## config.mk

```make
export PLATFORM = sky130hd
export DESIGN_NAME = scan_select
export DESIGN_NICKNAME = d
export VERILOG_FILES = /design/src/rtl/scan_select.sv
export SDC_FILE = /design/constraint.sdc
export NUM_CORES = 1
export LEC_CHECK = 0
export CAP_MARGIN = 20
export CORE_MARGIN = 2
export CORE_UTILIZATION = 45
export DETAILED_ROUTE_END_ITERATION = 10
export PLACE_DENSITY = 0.79
export SLEW_MARGIN = 20
export SYNTH_ARGS = -nofsm -noshare
export SYNTH_HDL_FRONTEND = slang
export SYNTH_SLANG_ARGS = --single-unit
```

## constraint.sdc

```tcl
create_clock -name clk -period 6.8 [get_ports clk]
set_clock_uncertainty 0.2 [all_clocks]
set_input_delay 2.04 -clock clk [delete_from_list [all_inputs] [get_ports clk]]
set_output_delay 2.04 -clock clk [all_outputs]
set_load 0.05 [all_outputs]
```

## src/rtl/scan_select.sv

```systemverilog
// Channel scanner: selects one of CH data channels, either by a manual index or by an
// automatic round-robin scan that holds each channel for dwell+1 enabled cycles.
// All outputs are registered; out always reloads from the selected channel.
module scan_select #(
  parameter int unsigned WIDTH = 4,
  parameter int unsigned CH    = 8,
  parameter int unsigned SELW  = 3,
  parameter int unsigned DWW   = 16
) (
  input  logic                  clk,
  input  logic                  rst,
  input  logic [CH*WIDTH-1:0]   din,
  input  logic                  mode,
  input  logic                  en,
  input  logic [SELW-1:0]       flag,
  input  logic [DWW-1:0]        dwell,
  output logic [WIDTH-1:0]      out,
  output logic [SELW-1:0]       sel_cur,
  output logic                  out_valid,
  output logic                  wrap,
  output logic                  err
);

  localparam int unsigned NumSlots = 2 ** SELW;
  // One extra bit so CH itself is representable when CH == 2**SELW.
  localparam logic [SELW:0]   ChLimit = (SELW + 1)'(CH);
  localparam logic [SELW-1:0] LastSel = SELW'(CH - 1);
  localparam logic [SELW-1:0] SelOne  = SELW'(1);
  localparam logic [DWW-1:0]  CntOne  = DWW'(1);

  logic [SELW-1:0]  sel_q, sel_d;
  logic [DWW-1:0]   cnt_q, cnt_d;
  logic [WIDTH-1:0] out_q, out_d;
  logic             valid_q;
  logic             wrap_q, wrap_d;
  logic             err_q, err_d;

  // Unused select codes (CH not a power of two) read as zero; they are never selected.
  logic [WIDTH-1:0] chan [NumSlots];

  for (genvar k = 0; k < NumSlots; k++) begin : g_chan
    if (k < CH) begin : g_used
      assign chan[k] = din[k*WIDTH +: WIDTH];
    end else begin : g_pad
      assign chan[k] = '0;
    end
  end

  // Next select, dwell counter and event pulses; out follows the next select.
  always_comb begin
    sel_d  = sel_q;
    cnt_d  = cnt_q;
    wrap_d = 1'b0;
    err_d  = 1'b0;
    if (en) begin
      if (!mode) begin
        // Manual cycles always restart the dwell so a later auto scan begins with a full hold.
        cnt_d = '0;
        if ({1'b0, flag} < ChLimit) begin
          sel_d = flag;
        end else begin
          err_d = 1'b1;
        end
      end else if (cnt_q < dwell) begin
        cnt_d = cnt_q + CntOne;
      end else begin
        cnt_d = '0;
        if (sel_q == LastSel) begin
          sel_d  = '0;
          wrap_d = 1'b1;
        end else begin
          sel_d = sel_q + SelOne;
        end
      end
    end
    out_d = chan[sel_d];
  end

  // State and output registers with synchronous reset.
  always_ff @(posedge clk) begin
    if (rst) begin
      sel_q   <= '0;
      cnt_q   <= '0;
      out_q   <= '0;
      valid_q <= 1'b0;
      wrap_q  <= 1'b0;
      err_q   <= 1'b0;
    end else begin
      sel_q   <= sel_d;
      cnt_q   <= cnt_d;
      out_q   <= out_d;
      valid_q <= 1'b1;
      wrap_q  <= wrap_d;
      err_q   <= err_d;
    end
  end

  assign out       = out_q;
  assign sel_cur   = sel_q;
  assign out_valid = valid_q;
  assign wrap      = wrap_q;
  assign err       = err_q;

endmodule

```

==> results_dict.tcl <==
set metrics [dict create \
    status "complete, no violations" \
    yosysTopAreaCellShare 0.260 \
    final_max_slew_viol_count 0 \
    max_clock_freq_mhz 201 \
    die_w_um 69.4 \
    power_density_nw_per_um2 136 \
    dp_hpwl_um 3640 \
    cts_tree "done" \
    path_class "input port to flip-flop" \
    setup-tns-final_ns 0 \
    worst-path-buf-inv 2 \
    cp.required_ns 6.83 \
    synth_seq_cells 25 \
    overflow 0 \
    fin_nets 357 \
    power_leakage_uw 0.00105 \
    grt_pass1_vias 1746 \
    syn_inst 226 \
    r2r_start "cnt_q[6]" \
    max_cap_viol_count 0 \
    crit_path_cell_trace "clkdlybuf4s50_1, inv_1, ha_1, and3_2, o21ai_0, o311ai_2, o211a_4, o221ai_2, nand3_1, o22ai_1, a21o_1" \
    antenna_left 0 \
    reg2reg_to "out[2]" \
    rsz0062_at_grt "no" \
    reg2reg_depth 9 \
    path_clk_slew_ns 0.09 \
    swShare 0.290 \
    drtIter0Drc 112 \
    wl_per_cell_um 13.8 \
    ctsHoldBuffers 0 \
    grt_pass1_wl_um 7570 \
    cts_buffer_depth 2 \
    hold_class "flip-flop to flip-flop" \
    r2r_slack_ns 3.75 \
    intPower_uw 248 \
    synthXorXnorAreaFrac 0.00455 \
    muxShareOfSynthArea 0.104 \
    start_kind "input port" \
    syn_area_per_cell_um2 8.51 \
    synth_area_leaders "dfxtp_1, ha_1, mux2i_1" \
    clock-sinks 25 \
    place_area_um2 2530 \
    gp_congestion 0.837 \
    syn_area_um2 1920 \
    hold_end "cnt_q[15]" \
    clockPowerShare 0.259 \
    arrival_ns 4.99 \
    holdPathStages 1 \
    synth_top_area_cell "dfxtp_1" \
    worst_slew_margin_rel 0.514 \
    critPathMaxStageDelay_ns 0.58 \
    hold_viol 0 \
    synthToLayoutAreaGrowth_pct 33.9 \
    drc 0 \
    n_antenna_cell 0 \
    cp_top_family "compound AO/OA/AOI/OAI gates" \
    grt_use_total 0.188 \
    yosysWarnings 0 \
    fin_crit_sh 0.731 \
    cp_max_fo 11 \
    rows 23 \
    first_pass_iters 4 \
    timing.final.setup_violations 0 \
    die_h_um 69.4 \
    grt_max_degree 25 \
    synth_compound_area_frac 0.226 \
    coreArea_um2 4060 \
    critPathCaptureType "flip-flop" \
    worstSkewPairLatency_ns 0.27 \
    die_area_um2 4820 \
    p_comb_frac 0.302 \
    p_switching_uw 101 \
    via_per_inst 5.48 \
    cp.depth 11 \
    vias 1826 \
    htree_levels 1 \
    cts_setup_buffers 0 \
    synth_top_family_by_area "compound AO/OA/AOI/OAI gates" \
    synth.distinct_cells 45 \
    numCtsBuffers 3 \
    ir_worst_vdd_uv 72.8 \
    io_pins 65 \
    start_util 0.474 \
    grt_antenna_before_repair 0 \
    cts-root-buf "clkbuf_8" \
    drive_above_1_share 0.0601 \
    yosysSeqAreaShare 0.260 \
    fin_area_um2 2580 \
    ctsResizeCount 0 \
    hold_path.startpoint "cnt_q[15]" \
    nFillCells 360 \
    synthSimpleGateAreaFrac 0.201 \
    synth_top_flop_cell "dfxtp_1" \
    synth_fa_ha_area_frac 0.117 \
    syn_nets 299 \
    seqPwrFrac 0.439 \
    synth-edff-count 0 \
    worstMarginPinSlew_ns 0.729 \
    portBuffers 63 \
    wl_um 4590 \
    min_period_ns 4.97 \
    crit_path_top_delay_cell "o221ai_2" \
    async_reset_ff_frac 0 \
]
-- worst max path at each step --
stage                  end  startpoint
floorplan           out[0]    dwell[6]
global placement    out[0]    dwell[6]
detailed placement  out[2]    dwell[6]
CTS                 out[2]    dwell[6]
global route        out[1]    dwell[6]
finish              out[2]    dwell[6]
-- final cells by class --
cell class | count | area [µm²] | share of cell area
Tap cell | 50 | 62.6 | 0.0243
Inverter | 21 | 78.8 | 0.0306
Multi-Input combinational cell | 170 | 1260 | 0.489
Clock buffer | 4 | 45.0 | 0.0175
Timing Repair Buffer | 63 | 631 | 0.245
Sequential cell | 25 | 500 | 0.194
-- worst register-to-register path, cell delays in order (launching register included) --
cell and delay (ns):
dfxtp_1 0.40, ha_1 0.28, and3_2 0.21, o21ai_0 0.19, o311ai_2 0.20, o211a_4 0.30
o221ai_2 0.58, nand3_1 0.33, o22ai_1 0.22, a21o_1 0.10
-- cell usage after synthesis (2+ instances only) --
master / n
clkbuf_8: 2
nand2_1: 8
buf_6: 3
a21o_1: 5
buf_2: 2
o211ai_1: 2
nor3b_1: 8
nand3b_1: 3
nor4_1: 4
nor3_1: 4
a22oi_1: 3
o22ai_1: 3
o21ai_0: 13
mux2i_1: 20
a31o_2: 2
nand4_1: 4
ha_1: 18
dfxtp_1: 25
nor2_1: 24
nand3_1: 6
o21a_1: 4
clkbuf_1: 2
inv_1: 21
a21oi_1: 16
and3_1: 4
-- cell usage in the layout, fill, tap and decap left out, types with 8 or more instances in the layout --
cell type and n:
clkdlybuf4s50_1 63, dfxtp_1 25, nor2_1 24, inv_1 21, mux2i_1 20, ha_1 18
a21oi_1 16, o21ai_0 13, nand2_1 8, nor3b_1 8
-- cell families (layout without fill, tap and decap cells) --
family	Yosys count	in the layout
mux	20	20
fa+ha+maj	18	18
compound gates	58	58
buf+inv	31	88
xor+xnor	1	1
simple gates	72	72
flops	25	25
other cells	1	1
-- state kept, by name (all words and copies together), names as in the netlist --
register,cells
wrap,1
cnt_q,16
sel_cur,3
out_valid,1
out,4
-- per-stage QoR --
| step | hold WS (ns) | cells | power [µW] | setup WS [ns] | utilization |
|---|---|---|---|---|---|
| after floorplan | 0.254 | 226 | 219 | 2.46 | - |
| after global placement | 0.291 | 329 | 261 | 1.68 | 0.624 |
| after detailed placement | 0.306 | 329 | 262 | 1.56 | 0.624 |
| after CTS | 0.319 | 333 | 350 | 1.84 | 0.635 |
| after global routing | 0.379 | 333 | 362 | 1.65 | 0.635 |
| final | 0.305 | 333 | 349 | 1.83 | 0.635 |
-- routing by layer --
layer | global-route usage | routed length [µm]
met5 | 0 | 0
met4 | 0.0392 | 48
met3 | 0.0407 | 260
met2 | 0.333 | 2270
met1 | 0.232 | 2010
-- power groups by stage --
stage	logic (µW)	clock network, µW	registers [µW]
3_3_place_gp	104	0	157
6_report	105	90.4	153
5_1_grt	113	94.8	154
2_1_floorplan	47.5	0	171
3_5_place_dp	106	0	157
4_1_cts	106	90.3	153
No activity file was read; power rests on OpenSTA's default activity.
